`src/rtl/timer_pwm.sv`:
```
// Prescaled 32-bit timer with two shadowed PWM compare channels and a level IRQ.
// Optional input capture is built when TIMER_PWM_CAPTURE_EN is defined.
module timer_pwm #(
  parameter int PRESC_W = 16,
  parameter int CH_NUM  = 2
) (
  input  logic              clk,
  input  logic              rst_n,
  input  logic [7:0]        waddr_i,
  input  logic [31:0]       data_i,
  input  logic [3:0]        sel_i,
  input  logic              we_i,
  input  logic [7:0]        raddr_i,
  input  logic              rd_i,
`ifdef TIMER_PWM_CAPTURE_EN
  input  logic              capt_i,
`endif
  output logic [31:0]       data_o,
  output logic [CH_NUM-1:0] pwm_o,
  output logic              irq_timer_o
);

  localparam logic [7:0] A_CTRL   = 8'h00;
  localparam logic [7:0] A_PRESC  = 8'h04;
  localparam logic [7:0] A_PERIOD = 8'h08;
  localparam logic [7:0] A_CMP0   = 8'h0C;
  localparam logic [7:0] A_CNT    = 8'h14;
  localparam logic [7:0] A_STATUS = 8'h18;
`ifdef TIMER_PWM_CAPTURE_EN
  localparam logic [7:0] A_CAPT   = 8'h1C;
  localparam logic [7:0] CTRL_MASK   = 8'hFF;
  localparam logic [3:0] STATUS_MASK = 4'hF;
`else
  localparam logic [7:0] CTRL_MASK   = 8'h7F;
  localparam logic [3:0] STATUS_MASK = 4'h7;
`endif

  logic [7:0]         ctrl;
  logic [PRESC_W-1:0] presc;
  logic [PRESC_W-1:0] psc_cnt;
  logic [31:0]        period_sh;
  logic [31:0]        period_act;
  logic [31:0]        cmp_sh  [CH_NUM];
  logic [31:0]        cmp_act [CH_NUM];
  logic [31:0]        cnt;
  logic [3:0]         status;

  logic               en;
  logic               oneshot;
  logic [CH_NUM-1:0]  pol;
  logic [31:0]        wmask;
  logic               wr_ctrl, wr_presc, wr_period, wr_cnt, wr_status;
  logic [CH_NUM-1:0]  wr_cmp;
  logic               tick, wrap, reload;
  logic [CH_NUM-1:0]  cmp_hit;
  logic               capt_edge;
  logic [3:0]         status_set, status_clr;
  logic [31:0]        rd_data;

  assign en      = ctrl[0];
  assign oneshot = ctrl[1];
  assign pol     = ctrl[5 +: CH_NUM];
  assign wmask   = {{8{sel_i[3]}}, {8{sel_i[2]}}, {8{sel_i[1]}}, {8{sel_i[0]}}};

  always_comb begin
    wr_ctrl   = we_i && (waddr_i == A_CTRL);
    wr_presc  = we_i && (waddr_i == A_PRESC);
    wr_period = we_i && (waddr_i == A_PERIOD);
    wr_cnt    = we_i && (waddr_i == A_CNT);
    wr_status = we_i && (waddr_i == A_STATUS);
    for (int x = 0; x < CH_NUM; x++) begin
      wr_cmp[x] = we_i && (waddr_i == A_CMP0 + 8'(4 * x));
    end
  end

  // ">=" keeps the prescaler from running away if PRESC is lowered mid-count.
  // A CNT write on a tick cycle overrides the tick entirely.
  always_comb begin
    tick   = en && (psc_cnt >= presc);
    wrap   = tick && !wr_cnt && (cnt == period_act);
    reload = wrap || !en;
    for (int x = 0; x < CH_NUM; x++) begin
      cmp_hit[x] = tick && !wr_cnt &&
                   ((cnt + 32'd1 == cmp_act[x]) || (wrap && (cmp_act[x] == 32'd0)));
    end
    status_set = {capt_edge, cmp_hit, wrap};
    status_clr = (wr_status && sel_i[0]) ? (data_i[3:0] & STATUS_MASK) : 4'd0;
  end

  always_ff @(posedge clk or negedge rst_n) begin
    if (!rst_n) begin
      ctrl        <= '0;
      presc       <= '0;
      psc_cnt     <= '0;
      period_sh   <= '0;
      period_act  <= '0;
      cnt         <= '0;
      status      <= '0;
      pwm_o       <= '0;
      irq_timer_o <= 1'b0;
      for (int x = 0; x < CH_NUM; x++) begin
        cmp_sh[x]  <= '0;
        cmp_act[x] <= '0;
      end
    end else begin
      if (wr_ctrl && sel_i[0]) begin
        ctrl <= data_i[7:0] & CTRL_MASK;
      end else if (wrap && oneshot) begin
        ctrl[0] <= 1'b0;
      end

      if (wr_presc) begin
        presc <= (presc & ~wmask[PRESC_W-1:0]) | (data_i[PRESC_W-1:0] & wmask[PRESC_W-1:0]);
      end

      if (!en || tick) psc_cnt <= '0;
      else             psc_cnt <= psc_cnt + 1'b1;

      if (wr_period) period_sh <= (period_sh & ~wmask) | (data_i & wmask);
      for (int x = 0; x < CH_NUM; x++) begin
        if (wr_cmp[x]) cmp_sh[x] <= (cmp_sh[x] & ~wmask) | (data_i & wmask);
      end

      // Active copies track the shadows while stopped, otherwise only at wrap.
      if (reload) begin
        period_act <= period_sh;
        for (int x = 0; x < CH_NUM; x++) cmp_act[x] <= cmp_sh[x];
      end

      if (wr_cnt)       cnt <= (cnt & ~wmask) | (data_i & wmask);
      else if (wrap)    cnt <= '0;
      else if (tick)    cnt <= cnt + 32'd1;

      status <= (status & ~status_clr) | status_set;

      for (int x = 0; x < CH_NUM; x++) begin
        pwm_o[x] <= en ? ((cnt < cmp_act[x]) ^ pol[x]) : pol[x];
      end

      irq_timer_o <= |(status & {ctrl[7], ctrl[4:2]});
    end
  end

`ifdef TIMER_PWM_CAPTURE_EN
  logic        capt_s1, capt_s2, capt_s3;
  logic [31:0] capt;

  assign capt_edge = capt_s2 & ~capt_s3;

  always_ff @(posedge clk or negedge rst_n) begin
    if (!rst_n) begin
      capt_s1 <= 1'b0;
      capt_s2 <= 1'b0;
      capt_s3 <= 1'b0;
      capt    <= '0;
    end else begin
      capt_s1 <= capt_i;
      capt_s2 <= capt_s1;
      capt_s3 <= capt_s2;
      if (capt_edge) capt <= cnt;
    end
  end
`else
  assign capt_edge = 1'b0;
`endif

  always_comb begin
    rd_data = '0;
    case (raddr_i)
      A_CTRL:   rd_data = {24'd0, ctrl};
      A_PRESC:  rd_data = 32'(presc);
      A_PERIOD: rd_data = period_sh;
      A_CNT:    rd_data = cnt;
      A_STATUS: rd_data = {28'd0, status};
`ifdef TIMER_PWM_CAPTURE_EN
      A_CAPT:   rd_data = capt;
`endif
      default:  rd_data = '0;
    endcase
    for (int x = 0; x < CH_NUM; x++) begin
      if (raddr_i == A_CMP0 + 8'(4 * x)) rd_data = cmp_sh[x];
    end
  end

  always_ff @(posedge clk or negedge rst_n) begin
    if (!rst_n)    data_o <= '0;
    else if (rd_i) data_o <= rd_data;
  end

endmodule

```
`config.mk`:
```
export PLATFORM = sky130hd
export DESIGN_NAME = timer_pwm
export DESIGN_NICKNAME = d
export VERILOG_FILES = /design/src/rtl/timer_pwm.sv
export SDC_FILE = /design/constraint.sdc
export NUM_CORES = 1
export LEC_CHECK = 0
export ABC_AREA = 1
export CORE_ASPECT_RATIO = 0.8
export CORE_MARGIN = 2
export CORE_UTILIZATION = 36
export CTS_BUF_LIST = sky130_fd_sc_hd__clkbuf_8
export DETAILED_ROUTE_END_ITERATION = 7
export SYNTH_ARGS = -nofsm -noshare
export SYNTH_HDL_FRONTEND = slang
export SYNTH_SLANG_ARGS = --single-unit
```
`constraint.sdc`:
```
create_clock -name clk -period 3.14 [get_ports clk]
set_clock_uncertainty 0.05 [all_clocks]
set_input_delay 0.785 -clock clk [delete_from_list [all_inputs] [get_ports clk]]
set_output_delay 0.785 -clock clk [all_outputs]
set_load 0.01 [all_outputs]
```
==> results_dict.tcl <==
set metrics [dict create \
    status "finished, final reports clean" \
    path_buf_inv 1 \
    async_flop_share 1.000 \
    rows 71 \
    root_buffer "clkbuf_8" \
    fin_crit_sh 0.9382 \
    grt_pass1_wl_um 96230 \
    cp_data_arrival_time_ns 3.47 \
    n_antenna_cell 0 \
    relSlewSlack 0.4023 \
    max-vdd-ir-drop_uv 279.1 \
    slowest_stage "dfrtp_1" \
    die-height_um 200.2 \
    synth-seq-cells 301 \
    clk_path_buf_depth 3 \
    ff2ff_path_depth 16 \
    timing.fmax_ghz 0.3394 \
    drive_above_1_share 0.09305 \
    slew_viol_final 0 \
    cp_top_family "simple AND/OR/NAND/NOR gates" \
    grt_overflow 0 \
    regArea_um2 7533 \
    syn_area_um2 17330 \
    grt.total_usage 0.2488 \
    yosysSeqAreaShare 0.4347 \
    cts_tree "built" \
    multi_input_area_um2 8558 \
    die_area_um2 49920 \
    clkLatencyLatePin_ns 0.67 \
    cp-endpoint "status[2]" \
    drc 0 \
    worstMarginPinSlew_ns 0.8884 \
    ant_nets 0 \
    htreeDepth 2 \
    power.density_nw_per_um2 603.4 \
    fillCellCount 4812 \
    crit_cells 16 \
    fin_crit_ns 2.946 \
    initial_core_util 0.3666 \
    drt-vias-per-instance 5.373 \
    ioPinCount 91 \
    drt-initial-drc-count 1801 \
    grt_pass1_vias 16220 \
    synth_cell_types 45 \
    worstPathCellList "ha_1 -> nand2_1 -> nor2_4 -> buf_4 -> nand4_1 -> nand2_1 -> nand2_1 -> nand2_1 -> nand2_1 -> nor2_1 -> nand2_1 -> nor2_1 -> nand3_1 -> nand2_1 -> nand2_1 -> nand2_1" \
    layout_commonest_cell "nand2_1" \
    finalInstanceArea_um2 20630 \
    cts_buffers 51 \
    grt_max_degree 71 \
    cp_max_fo 5 \
    cts_sinks 301 \
    hold_path.class "in2async" \
    totalWireLength_um 62020 \
    firstDrtPassIters 6 \
    cp-end-kind "flip-flop" \
    syn_avg_cell_area_um2 7.677 \
    core_region_area_um2 47260 \
    wl_met1_um 29940 \
    place_hpwl_um 46790 \
    routed-wl-met2_um 25900 \
    syn_inst 2257 \
    setup_viol 0 \
    vias 16560 \
    port_buffers 90 \
    dpl_cell_area_um2 19520 \
    cp_common_cell "nand2_1" \
    antenna_found_initial 0 \
    power.total_uw 12450 \
    path_class "reg2reg" \
    fin_hold_ws_ns 0.06343 \
    hold_violations 0 \
    top_layer "met4" \
    synth_top_flop_cell "dfrtp_1" \
    synth_edf_count 0 \
    r2r-end "status[2]" \
    setup_tns_ns 0 \
    slowest_delay_ns 0.45 \
    drv_cap 0 \
    rsz0062_at_grt "no" \
    synth_nets 2395 \
    setup_ws_ns 0.1940 \
    final_nets 2558 \
    gp_congestion 0.9550 \
    wl_per_cell_um 20.13 \
    cellLeakagePower_uw 0.009739 \
    area_growth_pct 19.04 \
    required_ns 3.67 \
    critPathLaunchType "flip-flop" \
    pre_cts_slack_ns 0.1110 \
    yosysWarnings 0 \
    ctsHoldBuffers 0 \
    layout_common_cells "nand2_1, dfrtp_1, inv_1, o21ai_0, nand3_1" \
    clk_pin_slew_ns 0.08 \
    dr_wl_met3_um 4432 \
    die_w_um 249.3 \
    worst-r2r-setup-slack_ns 0.19 \
]
==> layer usage <==
metal,vias up,GRT usage
met5,-,0.01048
met2,609,0.3593
met4,0,0.08326
met3,88,0.04133
met1,8050,0.3737
li1,7808,-
==> synth_stat cells (22+ instances only) <==
cell | instances | share of area
a21oi_1 | 70 | 0.020
buf_2 | 22 | 0.0064
o21ai_1 | 54 | 0.016
mux2_2 | 25 | 0.016
nor2_1 | 154 | 0.033
nand4_1 | 33 | 0.012
nand2_1 | 669 | 0.14
o21ai_0 | 181 | 0.052
clkbuf_1 | 38 | 0.0082
xnor2_1 | 22 | 0.011
dfrtp_1 | 301 | 0.43
o21a_1 | 31 | 0.013
inv_1 | 232 | 0.050
ha_1 | 82 | 0.059
nand3_1 | 176 | 0.051
==> where the power goes <==
group,total [µW],switching (µW),internal [µW]
registers,4730,568,4160
clock network,3800,1770,2030
logic,3920,2470,1450
total,12400,4810,7640
==> cells by family after synthesis <==
kind of cell / count (synthesis) / synth area share
fa+ha+maj: 82 / 0.05921
mux: 26 / 0.01682
flops: 301 / 0.4347
xor+xnor: 32 / 0.01617
buf+inv: 312 / 0.07221
simple gates: 1102 / 0.2691
compound gates: 402 / 0.1318
==> layout make-up <==
type                            instances  area share
Clock buffer                           58     0.03870
Clock inverter                         36     0.01310
Inverter                              235     0.04276
Multi-Input combinational cell       1644      0.4149
Sequential cell                       301      0.3652
Tap cell                              620     0.03761
Timing Repair Buffer                  187     0.08771
==> through the flow <==
stage / instances / util
4_1_cts: 3076 / 0.4355
3_3_place_gp: 2982 / 0.4129
6_report: 3081 / 0.4365
2_1_floorplan: 2257 / -
5_1_grt: 3081 / 0.4365
3_5_place_dp: 2982 / 0.4129
==> how the worst min path moves through the flow <==
stage / cells past startpoint / startpoint / end
CTS: 1 / rst_n / asynchronous set/reset pin
global placement: 2 / data_o[4] / data_o[4]
detailed placement: 2 / data_o[6] / data_o[6]
floorplan: 2 / flip-flop / flip-flop
global route: 1 / rst_n / asynchronous set/reset pin
finish: 1 / rst_n / asynchronous set/reset pin
==> timing repair <==
action	in CTS	in global routing
endpoints found under the setup margin	0	2
gates resized for setup	0	2
buffers inserted	0	5
(Power assumes the default switching activity.)
